File: src/rtl/button_stepper.sv
// Turns debounced up/down button levels into a saturating parameter value with
// single-step presses, hold-to-repeat and a both-buttons lockout.
module button_stepper #(
    parameter int unsigned WIDTH     = 8,
    parameter int unsigned MIN_VAL   = 0,
    parameter int unsigned MAX_VAL   = 255,
    parameter int unsigned RESET_VAL = 128
) (
    input  logic             clock,
    input  logic             reset,
    input  logic             btn_up,
    input  logic             btn_down,
    input  logic [WIDTH-1:0] step,
    input  logic [23:0]      repeat_delay,
    input  logic [23:0]      repeat_period,
    output logic [WIDTH-1:0] value,
    output logic             changed,
    output logic             at_min,
    output logic             at_max
);

    localparam logic [WIDTH-1:0] MIN_V   = WIDTH'(MIN_VAL);
    localparam logic [WIDTH-1:0] MAX_V   = WIDTH'(MAX_VAL);
    localparam logic [WIDTH-1:0] RESET_V = WIDTH'(RESET_VAL);
    localparam logic [WIDTH:0]   MAX_EXT = {1'b0, MAX_V};

    typedef enum logic [1:0] {IDLE, DELAY, REPEAT, LOCK} state_t;

    state_t           state, state_next;
    logic [23:0]      cnt, cnt_next;
    logic             dir, dir_next;     // 1 = up, 0 = down
    logic             do_step;
    logic             step_up;
    logic             dir_btn, other_btn;
    logic [23:0]      target;
    logic [WIDTH:0]   sum_ext;
    logic [WIDTH-1:0] up_val, down_val, new_val, value_next;

    assign dir_btn   = dir ? btn_up : btn_down;
    assign other_btn = dir ? btn_down : btn_up;
    assign target    = (state == DELAY) ? repeat_delay : repeat_period;

    // NOTE: every signal driven here gets a default first, so no path leaves
    // one unassigned and no latch is inferred.
    always_comb begin
        state_next = state;
        cnt_next   = cnt;
        dir_next   = dir;
        do_step    = 1'b0;
        step_up    = dir;
        unique case (state)
            IDLE: begin
                if (btn_up ^ btn_down) begin
                    do_step    = 1'b1;
                    step_up    = btn_up;
                    dir_next   = btn_up;
                    cnt_next   = '0;
                    state_next = DELAY;
                end else if (btn_up && btn_down) begin
                    state_next = LOCK;
                end
            end
            DELAY, REPEAT: begin
                // Release outranks the lockout, which outranks a due step.
                if (!dir_btn) begin
                    state_next = IDLE;
                end else if (other_btn) begin
                    state_next = LOCK;
                end else if (cnt == target) begin
                    do_step    = 1'b1;
                    cnt_next   = '0;
                    state_next = REPEAT;
                end else begin
                    cnt_next = cnt + 24'd1;
                end
            end
            LOCK: begin
                if (!btn_up && !btn_down)
                    state_next = IDLE;
            end
            default: state_next = IDLE;
        endcase
    end

    // The extra sum bit keeps the up step from wrapping before the clamp.
    assign sum_ext    = {1'b0, value} + {1'b0, step};
    assign up_val     = (sum_ext > MAX_EXT) ? MAX_V : sum_ext[WIDTH-1:0];
    assign down_val   = ((value - MIN_V) < step) ? MIN_V : value - step;
    assign new_val    = step_up ? up_val : down_val;
    assign value_next = do_step ? new_val : value;

    // NOTE: state registers use non-blocking assignments so every flop samples
    // the pre-edge values regardless of statement order.
    always_ff @(posedge clock) begin
        if (reset) begin
            state   <= IDLE;
            cnt     <= '0;
            dir     <= 1'b0;
            value   <= RESET_V;
            changed <= 1'b0;
            at_min  <= (RESET_V == MIN_V);
            at_max  <= (RESET_V == MAX_V);
        end else begin
            state   <= state_next;
            cnt     <= cnt_next;
            dir     <= dir_next;
            value   <= value_next;
            changed <= (value_next != value);
            at_min  <= (value_next == MIN_V);
            at_max  <= (value_next == MAX_V);
        end
    end

endmodule

File: config.mk
export PLATFORM = sky130hd
export DESIGN_NAME = button_stepper
export DESIGN_NICKNAME = d
export VERILOG_FILES = /design/src/rtl/button_stepper.sv
export SDC_FILE = /design/constraint.sdc
export NUM_CORES = 1
export LEC_CHECK = 0
export ABC_AREA = 1
export BUFFER_PORTS_ARGS = -buffer_cell sky130_fd_sc_hd__clkbuf_2
export CORE_UTILIZATION = 50
export CTS_BUF_LIST = sky130_fd_sc_hd__clkbuf_4 sky130_fd_sc_hd__clkbuf_8 sky130_fd_sc_hd__clkbuf_16
export CTS_CLUSTER_SIZE = 30
export DETAILED_ROUTE_END_ITERATION = 10
export GPL_ROUTABILITY_DRIVEN = 0
export PLACE_DENSITY = 0.8
export SLEW_MARGIN = 40
export SYNTH_ARGS = -nofsm -noshare
export SYNTH_HDL_FRONTEND = slang
export SYNTH_SLANG_ARGS = --single-unit
File: constraint.sdc
create_clock -name clock -period 3.1 [get_ports clock]
set_clock_uncertainty 0.15 [all_clocks]
set_input_delay 0.93 -clock clock [delete_from_list [all_inputs] [get_ports clock]]
set_output_delay 0.93 -clock clock [all_outputs]
set_load 0.02 [all_outputs]
==> impl_metrics.ini <==
[outcome]
outcome = finished clean

[yosys]
synth-edff-count = 0
yosysWarnings = 0
synth_top_area_cell = nand2_1
synth.top_cells.by_area = nand2_1 (22%), dfxtp_1 (21%), ha_1 (8.2%)
synth_common_cells = nand2_1 (213), inv_1 (79), nor2_1 (70), nand3_1 (43), dfxtp_1 (38)
ys_ff_latch = 38
yosysMostFrequentCell = nand2_1
synth_ff_type = dfxtp_1
syn_area_um2 = 3670
synth.top_cell.area_share_pct = 21.8
yosys.cell_types.count = 40
synth_cells = 619
postSynth.asyncResetShare_pct = 0
seq_area_frac_synth_pct = 20.7
syn_nets = 705
postSynthAreaPerCell_um2 = 5.93

[floorplan]
initial_core_util_pct = 52.9
num_io_pins = 71
rows = 30
dieArea_um2 = 7690
die_w_um = 87.7
core_um2 = 6940
die_h_um = 87.7

[clocking]
cts_tree = yes
clock_latency_ps = 300
postCtsHoldBufs = 0
cts.root.buffer_cell = clkbuf_8
path_clk_slew_ps = 80
cts-resized-gates = 0
cts_setup_buffers = 0
htree_levels = 2
cts_buffers = 5
cts_max_path_buffers = 2
clock-sinks = 38

[drt]
drtIter0Drc = 267
drt-pass1-iter-count = 5
drc_errors = 0
vias = 4190
antenna_left = 0
vias_per_cell = 5.14
wl_per_cell_um = 12.1
drt-total-wl_um = 9820

[sta]
finalCritPeriodShare_pct = 93.8
fin_crit_ps = 2910
setup_ws_ps = 192
worstMarginPinSlew_ps = 527
finalSetupViolCount = 0
tns_ps = 0
maxSlewViolCount = 0
fmax_ghz = 0.344
grt_setup_unrepaired = false
timing.slew.headroom_pct = 64.6
hold_viol_final = 0

[place]
io_buffers = 70
dp_hpwl_um = 7870
pre_cts_slack_ps = -83.5
placed_area_um2 = 4340
dp.cells = 808

[setup_path]
cp_num_buf_inv = 3
r2r_slack_ps = 300
cp.required_ps = 3130
crit_path_end = at_max$_SDFF_PP0_
critPathKind = in -> reg
crit_family = simple AND/OR/NAND/NOR gates
reg2reg_from = state[1]$_SDFFE_PP0P_
critPathLaunch = step[0]
cp_max_fo = 7
arrival_ps = 2940
cpMaxStageDelayCell = fa_1
crit_path_cell_trace = clkbuf_2, ha_1, fa_1, nand3_1, nand2_1, nand3_1, nand2_1, nor2_1, buf_4, nand3_1, nand2_1, inv_1, o21ai_1, nor2_1, nand3_1, nor2_1
cpMostUsedCell = nand3_1
reg2regPathDepth = 21
critPathCaptureType = register
crit-reg2reg-capture = at_max$_SDFF_PP0_
critPathMaxStageDelay_ps = 410
path_depth = 16
timing.critical_path.from_type = input port

[worst_hold_path]
hold_class = reg -> reg

[layout]
diodes = 0
area_growth_syn_to_layout_pct = 22.0
final_cells = 815
fin_nets = 805
drive_above_1_share_pct = 17.9
final_area_um2 = 4480

[grt]
grt.overflow.total = 0
grt_pass1_wl_um = 16400
grt_max_degree = 28
grt_pass1_vias = 3858
grtUsageTotal_pct = 26.6
grt_antenna_before_repair = 0

[flow_run]
cap_violations = 0

[power_and_ir_drop]
powerDensity_nw_per_um2 = 752
vdd_drop_max_mv = 0.360
power_leakage_uw = 0.00237
worst reg2reg max path: cells and delay by family, from the launching register on:
kind                     cells  cell delay [ps]
flip-flops                   1              350
adder cells (fa/ha/maj)      1              200
AND/OR/NAND/NOR             15             1290
buffers and inverters        5              740
metal layers:
metal / vias to the layer above / global-route usage (%) / wire length [um]
met5: - / 0 / 0
met4: 0 / 7.15 / 159
met3: 14 / 2.45 / 493
met2: 132 / 47.5 / 4630
met1: 1869 / 34.1 / 4540
li1: 2175 / - / -
placed cells by master (no fill, tap or decap), types with 3 or more instances in the layout:
| cell type | synthesis | layout |
|---|---|---|
| nand4_1 | 26 | 26 |
| xor2_1 | 20 | 20 |
| dfxtp_1 | 38 | 38 |
| nor3_1 | 9 | 9 |
| clkbuf_8 | 0 | 6 |
| o21ai_2 | 3 | 3 |
| ha_1 | 24 | 24 |
| a21oi_1 | 17 | 16 |
| nand3_1 | 43 | 43 |
| nor2_1 | 70 | 70 |
| o21ai_1 | 4 | 5 |
| a211oi_1 | 3 | 3 |
| inv_1 | 79 | 79 |
| buf_4 | 1 | 34 |
| nor3b_1 | 3 | 3 |
| o21a_1 | 4 | 4 |
| o21ai_0 | 11 | 10 |
| nor4_1 | 7 | 7 |
| clkbuf_2 | 0 | 70 |
| nand2_1 | 213 | 212 |
| nand3b_1 | 6 | 6 |
final cells by class:
type                    count  area, um^2
multi-input cells         485        2520
fillers                   653        2460
flip-flops and latches     38         761
repair buffers            107         652
inverters                  82         320
well taps                  96         120
clock buffers               6        82.6
clock inverters             1        30.0
per-stage QoR:
| step | hold WS (ps) | power [uW] | util (%) |
|---|---|---|---|
| final | 359 | 3370 | 64.6 |
| after global routing | 380 | 3700 | 64.6 |
| after detailed placement | 352 | 2880 | 62.5 |
| after global placement | 333 | 2810 | 62.5 |
| after floorplan | 321 | 2190 | - |
| after CTS | 364 | 3330 | 64.2 |
logic make-up after synthesis:
kind of cell               after synthesis  share of synthesized area, %
and+or+nand+nor                        386                          45.5
DFF                                     38                          20.7
xor gates and xnor gates                22                          5.25
adders and majority gates               26                          9.26
AOI/OAI and AO/OA                       51                          8.38
buffers and inverters                   96                          10.9
state kept, by name, indices dropped and copies added (netlist names):
register / flops
at_min: 1
changed: 1
cnt: 24
dir: 1
value: 8
at_max: 1
state: 2
how the worst min path moves through the flow:
stage,cells past startpoint,endpoint,slack [ps],start
finish,2,cnt[0]$_SDFFE_PP0P_,360,cnt[0]$_SDFFE_PP0P_
global route,2,cnt[0]$_SDFFE_PP0P_,380,cnt[0]$_SDFFE_PP0P_
CTS,2,cnt[0]$_SDFFE_PP0P_,360,cnt[0]$_SDFFE_PP0P_
detailed placement,2,cnt[0]$_SDFFE_PP0P_,350,cnt[0]$_SDFFE_PP0P_
global placement,2,cnt[0]$_SDFFE_PP0P_,330,cnt[0]$_SDFFE_PP0P_
floorplan,2,cnt[0]$_SDFFE_PP0P_,320,cnt[0]$_SDFFE_PP0P_
where the power goes:
group          internal (uW)  switching (uW)
Clock                    258             180
Combinational            880            1380
Sequential               564             111
Total                   1700            1670
Power figures use the tool's default switching activity.
